==> src/rtl/param_muldiv_unit.sv <==
// param_muldiv_unit: signed/unsigned multiply (fixed latency) and bit-serial restoring divide.
// Define MULDIV_DIV_EARLY_EN to let trivial divides skip the bit-serial loop.
module param_muldiv_unit #(
  parameter int WIDTH       = 32,
  parameter int MUL_LATENCY = 5
) (
  input  logic             clk,
  input  logic             reset,
  input  logic [WIDTH-1:0] in_src0,
  input  logic [WIDTH-1:0] in_src1,
  input  logic [1:0]       in_op,
  input  logic             in_sign,
  input  logic             in_valid,
  output logic             in_ready,
  input  logic             abort,
  input  logic             out_ready,
  output logic             out_valid,
  output logic [WIDTH-1:0] out_res0,
  output logic [WIDTH-1:0] out_res1,
  output logic             busy
);
  localparam int CNT_MAX = (WIDTH > MUL_LATENCY) ? WIDTH : MUL_LATENCY;
  localparam int CNT_W   = $clog2(CNT_MAX + 1);
  localparam logic [1:0] OP_MUL = 2'b01;
  localparam logic [1:0] OP_DIV = 2'b10;

  typedef enum logic [2:0] {IDLE, MUL_BUSY, DIV_BUSY, DIV_FIX, DONE} state_t;

  state_t           state_q, state_d;
  logic [CNT_W-1:0] cnt_q, cnt_d;
  // opa holds the multiplicand, or the dividend magnitude that shifts out as quotient bits shift in
  logic [WIDTH-1:0] opa_q, opa_d;
  logic [WIDTH-1:0] opb_q, opb_d;
  logic [WIDTH:0]   rem_q, rem_d;
  logic [WIDTH-1:0] src0_q, src0_d;
  logic             sign_q, sign_d;
  logic             qneg_q, qneg_d;
  logic             rneg_q, rneg_d;
  logic             div0_q, div0_d;
  logic [WIDTH-1:0] res0_q, res0_d;
  logic [WIDTH-1:0] res1_q, res1_d;

  logic                 a_neg, b_neg, early;
  logic [WIDTH-1:0]     a_mag, b_mag;
  logic [2*WIDTH-1:0]   mul_a, mul_b, prod;
  logic [WIDTH+1:0]     trial;
  logic [WIDTH-1:0]     quot_fix, rem_fix;

  function automatic logic [WIDTH-1:0] magnitude(input logic [WIDTH-1:0] v, input logic neg);
    return neg ? -v : v;
  endfunction

  always_comb begin
    a_neg = in_sign & in_src0[WIDTH-1];
    b_neg = in_sign & in_src1[WIDTH-1];
    a_mag = magnitude(in_src0, a_neg);
    b_mag = magnitude(in_src1, b_neg);
`ifdef MULDIV_DIV_EARLY_EN
    early = (in_src1 == '0) || (a_mag == '0) || (a_mag < b_mag);
`else
    early = 1'b0;
`endif

    mul_a = {{WIDTH{sign_q & opa_q[WIDTH-1]}}, opa_q};
    mul_b = {{WIDTH{sign_q & opb_q[WIDTH-1]}}, opb_q};
    prod  = mul_a * mul_b;

    // Trial subtraction of the divisor from the shifted partial remainder; MSB set means restore.
    trial = {rem_q, opa_q[WIDTH-1]} - {2'b00, opb_q};

    quot_fix = div0_q ? '1 : magnitude(opa_q, qneg_q);
    rem_fix  = div0_q ? src0_q : magnitude(rem_q[WIDTH-1:0], rneg_q);
  end

  always_comb begin
    state_d = state_q;
    cnt_d   = cnt_q;
    opa_d   = opa_q;
    opb_d   = opb_q;
    rem_d   = rem_q;
    src0_d  = src0_q;
    sign_d  = sign_q;
    qneg_d  = qneg_q;
    rneg_d  = rneg_q;
    div0_d  = div0_q;
    res0_d  = res0_q;
    res1_d  = res1_q;

    if (abort) begin
      state_d = IDLE;
    end else begin
      unique case (state_q)
        IDLE: begin
          if (in_valid && in_op == OP_MUL) begin
            state_d = MUL_BUSY;
            cnt_d   = CNT_W'(MUL_LATENCY - 1);
            opa_d   = in_src0;
            opb_d   = in_src1;
            sign_d  = in_sign;
          end else if (in_valid && in_op == OP_DIV) begin
            state_d = DIV_BUSY;
            cnt_d   = CNT_W'(WIDTH);
            opa_d   = a_mag;
            opb_d   = b_mag;
            rem_d   = '0;
            src0_d  = in_src0;
            sign_d  = in_sign;
            qneg_d  = a_neg ^ b_neg;
            rneg_d  = a_neg;
            div0_d  = (in_src1 == '0);
            if (early) begin
              state_d = DIV_FIX;
              opa_d   = '0;
              rem_d   = {1'b0, a_mag};
            end
          end
        end
        MUL_BUSY: begin
          if (cnt_q == '0) begin
            state_d = DONE;
            res0_d  = prod[WIDTH-1:0];
            res1_d  = prod[2*WIDTH-1:WIDTH];
          end else begin
            cnt_d = cnt_q - CNT_W'(1);
          end
        end
        DIV_BUSY: begin
          opa_d = {opa_q[WIDTH-2:0], ~trial[WIDTH+1]};
          rem_d = trial[WIDTH+1] ? {rem_q[WIDTH-1:0], opa_q[WIDTH-1]} : trial[WIDTH:0];
          cnt_d = cnt_q - CNT_W'(1);
          if (cnt_q == CNT_W'(1)) begin
            state_d = DIV_FIX;
          end
        end
        DIV_FIX: begin
          state_d = DONE;
          res0_d  = quot_fix;
          res1_d  = rem_fix;
        end
        DONE: begin
          if (out_ready) begin
            state_d = IDLE;
          end
        end
        default: state_d = IDLE;
      endcase
    end
  end

  always_ff @(posedge clk or posedge reset) begin
    if (reset) begin
      state_q <= IDLE;
      cnt_q   <= '0;
      opa_q   <= '0;
      opb_q   <= '0;
      rem_q   <= '0;
      src0_q  <= '0;
      sign_q  <= 1'b0;
      qneg_q  <= 1'b0;
      rneg_q  <= 1'b0;
      div0_q  <= 1'b0;
      res0_q  <= '0;
      res1_q  <= '0;
    end else begin
      state_q <= state_d;
      cnt_q   <= cnt_d;
      opa_q   <= opa_d;
      opb_q   <= opb_d;
      rem_q   <= rem_d;
      src0_q  <= src0_d;
      sign_q  <= sign_d;
      qneg_q  <= qneg_d;
      rneg_q  <= rneg_d;
      div0_q  <= div0_d;
      res0_q  <= res0_d;
      res1_q  <= res1_d;
    end
  end

  assign in_ready  = (state_q == IDLE);
  assign out_valid = (state_q == DONE);
  assign busy      = (state_q != IDLE);
  assign out_res0  = res0_q;
  assign out_res1  = res1_q;

endmodule

==> config.mk <==
export PLATFORM = sky130hd
export DESIGN_NAME = param_muldiv_unit
export DESIGN_NICKNAME = d
export VERILOG_FILES = /design/src/rtl/param_muldiv_unit.sv
export SDC_FILE = /design/constraint.sdc
export NUM_CORES = 2
export LEC_CHECK = 0
export ABC_CLOCK_PERIOD_IN_PS = 9300
export BUFFER_PORTS_ARGS = -buffer_cell sky130_fd_sc_hd__buf_2
export CAP_MARGIN = 10
export CORE_AREA = 4 4 310 312
export CTS_CLUSTER_DIAMETER = 30
export DETAILED_ROUTE_END_ITERATION = 10
export DIE_AREA = 0 0 314 316
export HOLD_SLACK_MARGIN = 0.06
export PLACE_DENSITY_LB_ADDON = 0.08
export SYNTH_ARGS = -nofsm -noshare
export SYNTH_HDL_FRONTEND = slang
export SYNTH_SLANG_ARGS = --single-unit
==> constraint.sdc <==
create_clock -name clk -period 9.3 [get_ports clk]
set_input_delay 0.465 -clock clk [delete_from_list [all_inputs] [get_ports clk]]
set_output_delay 0.465 -clock clk [all_outputs]
set_load 0.01 [all_outputs]
### Yosys cells after proc, flatten, opt, wreduce, memory -nomap -nowiden

Cells that the tools add are included.

* bits in registers: 206
* input bits: 72
* output and inout port bits: 67
* word-level logic and storage cells: 92

* add/subtract/negate cells: 6
* multiply operators: 1
* eq/ne operators: 16
* muxes and demuxes: 32
* bitwise operators: 8
* reduce and logical (&&, ||, !) cells: 17

Operators by type and width (number)
* $mux W32: 12
* $pmux W32 S2: 3
* $neg A32 Y32: 4
* $mux W33: 3
* $pmux W33 S2: 1
* $mul A33 B33 Y64: 1
* $sub A34 B32 Y34: 1
* $logic_not A32 Y1: 1
* $mux W3: 6
* $mux W6: 3
* $pmux W6 S3: 1
* $reduce_and A4 Y1: 4
* $pmux W3 S5: 1
* $ne A3 B3 Y1 const B: 3
* $reduce_and A3 Y1: 3
* $eq A3 B2 Y1 const B: 2
* $eq A6 B1 Y1 const B: 1
* $logic_not A6 Y1: 1
* $ne A2 B2 Y1 const B: 3
* $reduce_bool A2 Y1: 3
* $reduce_bool A3 Y1: 2
* $sub A6 B1 Y6 const B: 1
* $and A1 B1 Y1: 4
* $ne A4 B1 Y1 const B: 1
* 11 further kinds: 15

### Longest topological paths before layout

* word-level depth: 6
* mapped depth: 30

### Worst setup path before layout

No wires, ideal clock.

* path type: reg-to-reg
* start: register opa_q[31]
* end: register res1_q[30] (netlist: out_res1[30])
* setup time: 0.082 ns
* arrival: 7.867 ns
* required time: 9.218 ns
* slack: 1.351 ns
* cell stages (with the launch flop): 30
* clock period less this slack: 7.949 ns
* cells stage by stage: dfrtp_1 > and2_1 > clkbuf_1 > nand2_1 > inv_1 > fa_1 > inv_1 > fa_1 > inv_1 > fa_1 > fa_1 > inv_1 > fa_1 > inv_1 > fa_1 > inv_1 > fa_1 > fa_1 > inv_1 > ha_1 > a21oi_1 > o21ai_0 > a21o_1 > a311oi_1 > and3_1 > o311ai_0 > a311oi_1 > xnor2_1 > nand2_1 > a31oi_1

* word-level cells in the longest chain between the ends: 4

RTL lines
* start: declaration: line 32 `logic [WIDTH-1:0] opa_q, opa_d;`
* start signal: assignment: line 167 `opa_q <= opa_d;`
* $and A1 B1 Y1: line 64 `mul_a = {{WIDTH{sign_q & opa_q[WIDTH-1]}}, opa_q};`
* $mul A33 B33 Y64 (*): line 66 `prod = mul_a * mul_b;`
* $mux W32 (*): line 119 `if (cnt_q == '0) begin`
* $pmux W32 S2 (*): line 92 `unique case (state_q)`
* end signal: assignment: line 176 `res1_q <= res1_d;`
* end: declaration: line 41 `logic [WIDTH-1:0] res1_q, res1_d;`

Every way passes the cells marked *; elsewhere a longest branch is shown, timed or not. The select of a mux whose other input is x is not followed.
A chain may end at the register's enable or synchronous reset.

### Final worst setup path

* start: register opb_q[27]
* end: register res1_q[18] (netlist: out_res1[18])

* word-level cells in the longest chain between the ends: 3

RTL lines
* start: declaration: line 33 `logic [WIDTH-1:0] opb_q, opb_d;`
* start signal: assignment: line 168 `opb_q <= opb_d;`
* $mul A33 B33 Y64: line 66
* $mux W32: line 119
* $pmux W32 S2: line 92

No other way between the ends. The select of a mux whose other input is x is not followed.

==> summary.md <==
| Metric | Value |
|---|---|
| Setup WS pre-CTS | `roughly 0.51 ns` |
| Number of antenna violations at the first check in global routing | `4` |
| Leading post-synthesis cells by cell area | `sky130_fd_sc_hd__fa_1 44%, sky130_fd_sc_hd__dfrtp_1 10%, sky130_fd_sc_hd__inv_1 8.6%` |
| Clock skew | `0.04322 ns` |
| Cell type with the highest aggregate area in the netlist | `sky130_fd_sc_hd__fa_1` |
| Netlist area before placement | `approximately 51,000 um2` |
| Residual overflow from global routing | `0` |
| Core box area | `93,050 um2` |
| Clock Sink Count | `206` |
| Die footprint | `99,220 um2` |
| DR WL/cell | `22.29 um` |
| Vias in the first global route | `41.49k` |
| Clock tree from TritonCTS | `built` |
| Timing-limited maximum frequency | `110.0 MHz` |
| RSZ-0062 raised after global routing | `no` |
| Hold Worst Slack | `around 0.14 ns` |
| Register-to-register path setup slack | `0.21 ns` |
| Sequential cell area | `about 5200 um2` |
| Critical Path Sink Type | `flip-flop` |
| Final critical-path share of the clock period | `0.9775` |
| Peak fanout along the critical path | `24` |
| Violation count after the first detailed-route iteration | `2,948` |
| Multi-input gate area in the final layout | `40,120 um2` |
| Initial cell density of the core | `0.5474` |
| Number of CTS-inserted buffers | `55` |
| Signal arrival time at the worst endpoint | `approximately 9.6 ns` |
| Cts hold-fix bufs | `1` |
| Net count, final | `around 7k` |
| Share of the core filled with cells in the final layout | `0.5942` |
| Buffers from clock root to sink, at most | `3` |
| Fraction of synthesis flops using an asynchronous set or reset pin | `1.000` |
| Post-synth EDFFs | `0` |
| Horizontal die dimension | `~310 um` |
| Area growth from synthesis to final layout | `8.536%` |
| Residual DRC | `0` |
| Routed WL | `between 150,000 and 200,000 um` |
| Net count of the mapped netlist | `7,155` |
| Number of cell rows | `112` |
| HPWL after DPL | `127,300 um` |
| Number of violations of the max-capacitance limit | `0` |
| Most common cell after layout, fill and taps aside | `sky130_fd_sc_hd__inv_1` |
| Final setup vio count | `0` |
| Count of input and output buffers | `138` |
| Synth Register Bits | `slightly above 200` |
| Pin count of the biggest net entering global routing | `a little over 80` |
| Run status | `completed` |
| Fin Setup TNS | `0 ns` |
| Per-instance average area after synthesis | `8.927 um2` |
| Most used DFF post-synth | `sky130_fd_sc_hd__dfrtp_1` |
| Filler Cells Inserted | `8,439` |
| Final hold viol count | `0` |
| Top cell type's share of synthesized area | `0.4425` |
| Global-route wire length before repair | `246,500 um` |
| Vias | `39.50k` |
| Routability congestion estimate | `0.9832` |
| Total track usage | `0.3264` |
| DR pass1 iterations | `6` |
| Count of buffers added by post-CTS timing repair for setup | `0` |
| Worst-skew pair later-pin latency | `0.64 ns` |
| Number of instances in the synthesized netlist | `between 5k and 6k` |
| DRT antenna net count | `0` |
| Top-Level Pins | `139` |
| Startpoint-to-endpoint class of the critical path | `reg2reg` |
| Most frequent cells in the layout | `1,168 x sky130_fd_sc_hd__inv_1, 1,126 x sky130_fd_sc_hd__fa_1, 947 x sky130_fd_sc_hd__nand2_1` |
| Proportion of synthesized chip area in sequential cells | `0.1012` |
| Slew margin rel. | `0.1713` |
| Kind of start point of the critical path | `flip-flop` |
| CTS-repair resized insts | `0` |
| Netlist cell types | `87` |
| Floorplan die height | `316 um` |
| Clock slew at the register clock pins of the worst setup and hold paths | `~0.05 ns` |
| Number of H-tree branching levels | `2` |
| Fraction of final layout cells with drive strength greater than 1 | `0.08280` |
| Slew Viols, Final | `0` |
| Worst Path Required | `9.78 ns` |
| Transition time at the pin with the least slew margin | `between 1 and 1.5 ns` |
| Clock Root Buffer | `sky130_fd_sc_hd__clkbuf_16` |
| Clock period minus final worst setup slack | `9.090 ns` |
| Number of warning messages in the yosys log | `0` |
| Hold crit path type | `in2reg` |
| Number of vias per cell after detailed routing | `5.626` |
| Final setup margin | `0.2097 ns` |
==> synthesized netlist by cell type, types with 7 or more instances <==
| cell | n |
|---|---|
| sky130_fd_sc_hd__clkbuf_1 | 288 |
| sky130_fd_sc_hd__mux2_2 | 31 |
| sky130_fd_sc_hd__o211ai_1 | 11 |
| sky130_fd_sc_hd__o221ai_1 | 7 |
| sky130_fd_sc_hd__nor3_1 | 30 |
| sky130_fd_sc_hd__inv_1 | 1169 |
| sky130_fd_sc_hd__nor2b_1 | 14 |
| sky130_fd_sc_hd__o41ai_1 | 15 |
| sky130_fd_sc_hd__and3_1 | 32 |
| sky130_fd_sc_hd__or3_1 | 8 |
| sky130_fd_sc_hd__dfrtp_1 | 206 |
| sky130_fd_sc_hd__o21ai_1 | 30 |
| sky130_fd_sc_hd__o31ai_1 | 38 |
| sky130_fd_sc_hd__a31oi_1 | 20 |
| sky130_fd_sc_hd__o21a_1 | 8 |
| sky130_fd_sc_hd__xor2_1 | 85 |
| sky130_fd_sc_hd__o21ai_0 | 203 |
| sky130_fd_sc_hd__nand2b_1 | 16 |
| sky130_fd_sc_hd__a221oi_1 | 9 |
| sky130_fd_sc_hd__xnor2_1 | 136 |
| sky130_fd_sc_hd__buf_1 | 50 |
| sky130_fd_sc_hd__nor4_1 | 11 |
| sky130_fd_sc_hd__o22ai_1 | 58 |
| sky130_fd_sc_hd__fa_1 | 1126 |
| sky130_fd_sc_hd__nor2_1 | 187 |
| sky130_fd_sc_hd__or4_1 | 12 |
| sky130_fd_sc_hd__mux2i_1 | 37 |
| sky130_fd_sc_hd__nand4_1 | 12 |
| sky130_fd_sc_hd__and2_1 | 319 |
| sky130_fd_sc_hd__a211oi_1 | 9 |
| sky130_fd_sc_hd__nand2_1 | 949 |
| sky130_fd_sc_hd__or2_2 | 10 |
| sky130_fd_sc_hd__o21bai_1 | 16 |
| sky130_fd_sc_hd__ha_1 | 251 |
| sky130_fd_sc_hd__a21o_1 | 43 |
| sky130_fd_sc_hd__nand3_1 | 26 |
| sky130_fd_sc_hd__a21oi_1 | 141 |
==> registers in the layout, summed over array words and instances, names as in the netlist <==
| register | flops |
|---|---|
| sign_q | 1 |
| out_res0 | 32 |
| src0_q | 32 |
| rneg_q | 1 |
| qneg_q | 1 |
| out_res1 | 32 |
| cnt_q | 6 |
| state_q | 3 |
| opa_q | 32 |
| div0_q | 1 |
| rem_q | 33 |
| opb_q | 32 |
==> cell families after synthesis <==
| family | share of synthesized area |
|---|---|
| compound gates | 0.08226 |
| xor+xnor | 0.03854 |
| fa+ha+maj | 0.5042 |
| buf+inv | 0.1118 |
| flops | 0.1012 |
| mux | 0.01412 |
| simple gates | 0.1479 |
==> final cells by class <==
| class | count | share of cell area |
|---|---|---|
| multi-input combinational | 3989 | 0.7257 |
| clock inverter | 33 | 0.009437 |
| tap | 1254 | 0.02838 |
| antenna | 5 | 0.0002263 |
| sequential | 206 | 0.09338 |
| timing repair buffer | 294 | 0.03544 |
| clock buffer | 70 | 0.02793 |
| inverter | 1169 | 0.07950 |
==> stage by stage <==
stage | instances | cell area (um2)
global route | 7017 | 55280
floorplan | 5706 | 50940
finish | 7020 | 55290
CTS | 7014 | 55260
global placement | 6910 | 53180
detailed placement | 6910 | 53180
==> layer usage <==
metal  vias up  wire [um]  GRT usage
met2      1383      77980     0.5597
met1     20570      61130     0.4202
li1      17250          -          -
met5         -          7          0
met4         2       7202     0.1278
met3       297      10160    0.04988
==> worst paths after layout <==
check                                          from                  endpoint  cells past startpoint
max in group asynchronous                     reset     opa_q[18]$_DFFE_PP0P_                      5
min reg2reg                out_res0[12]$_DFFE_PP0P_  out_res0[12]$_DFFE_PP0P_                      1
max reg2reg                   opb_q[27]$_DFFE_PP0P_  out_res1[18]$_DFFE_PP0P_                     25
min                                     in_src1[24]     opb_q[24]$_DFFE_PP0P_                      3
min in group asynchronous                     reset     opb_q[26]$_DFFE_PP0P_                      3
max                           opb_q[27]$_DFFE_PP0P_  out_res1[18]$_DFFE_PP0P_                     25
==> critical path, stage by stage (launching register included) <==
cell and delay [ns]:
sky130_fd_sc_hd__dfrtp_1 1.16, sky130_fd_sc_hd__inv_1 0.68, sky130_fd_sc_hd__nor2_1 0.32, sky130_fd_sc_hd__ha_1 0.24, sky130_fd_sc_hd__fa_1 0.43, sky130_fd_sc_hd__ha_1 0.29, sky130_fd_sc_hd__inv_1 0.09, sky130_fd_sc_hd__fa_1 0.45
sky130_fd_sc_hd__fa_1 0.49, sky130_fd_sc_hd__inv_1 0.06, sky130_fd_sc_hd__fa_1 0.46, sky130_fd_sc_hd__fa_1 0.50, sky130_fd_sc_hd__inv_1 0.05, sky130_fd_sc_hd__fa_1 0.51, sky130_fd_sc_hd__inv_1 0.05, sky130_fd_sc_hd__ha_1 0.35
sky130_fd_sc_hd__a21o_1 0.20, sky130_fd_sc_hd__a21o_1 0.18, sky130_fd_sc_hd__a21oi_1 0.37, sky130_fd_sc_hd__inv_1 0.07, sky130_fd_sc_hd__o311ai_0 0.55, sky130_fd_sc_hd__o211ai_1 0.42, sky130_fd_sc_hd__and3b_1 0.30, sky130_fd_sc_hd__nor3_1 0.25
sky130_fd_sc_hd__mux2i_1 0.36, sky130_fd_sc_hd__nand2_1 0.11
Power is left out: the tool's default activity adds up to more than one toggle a clock period on the data nets, which glitch-free logic cannot reach.
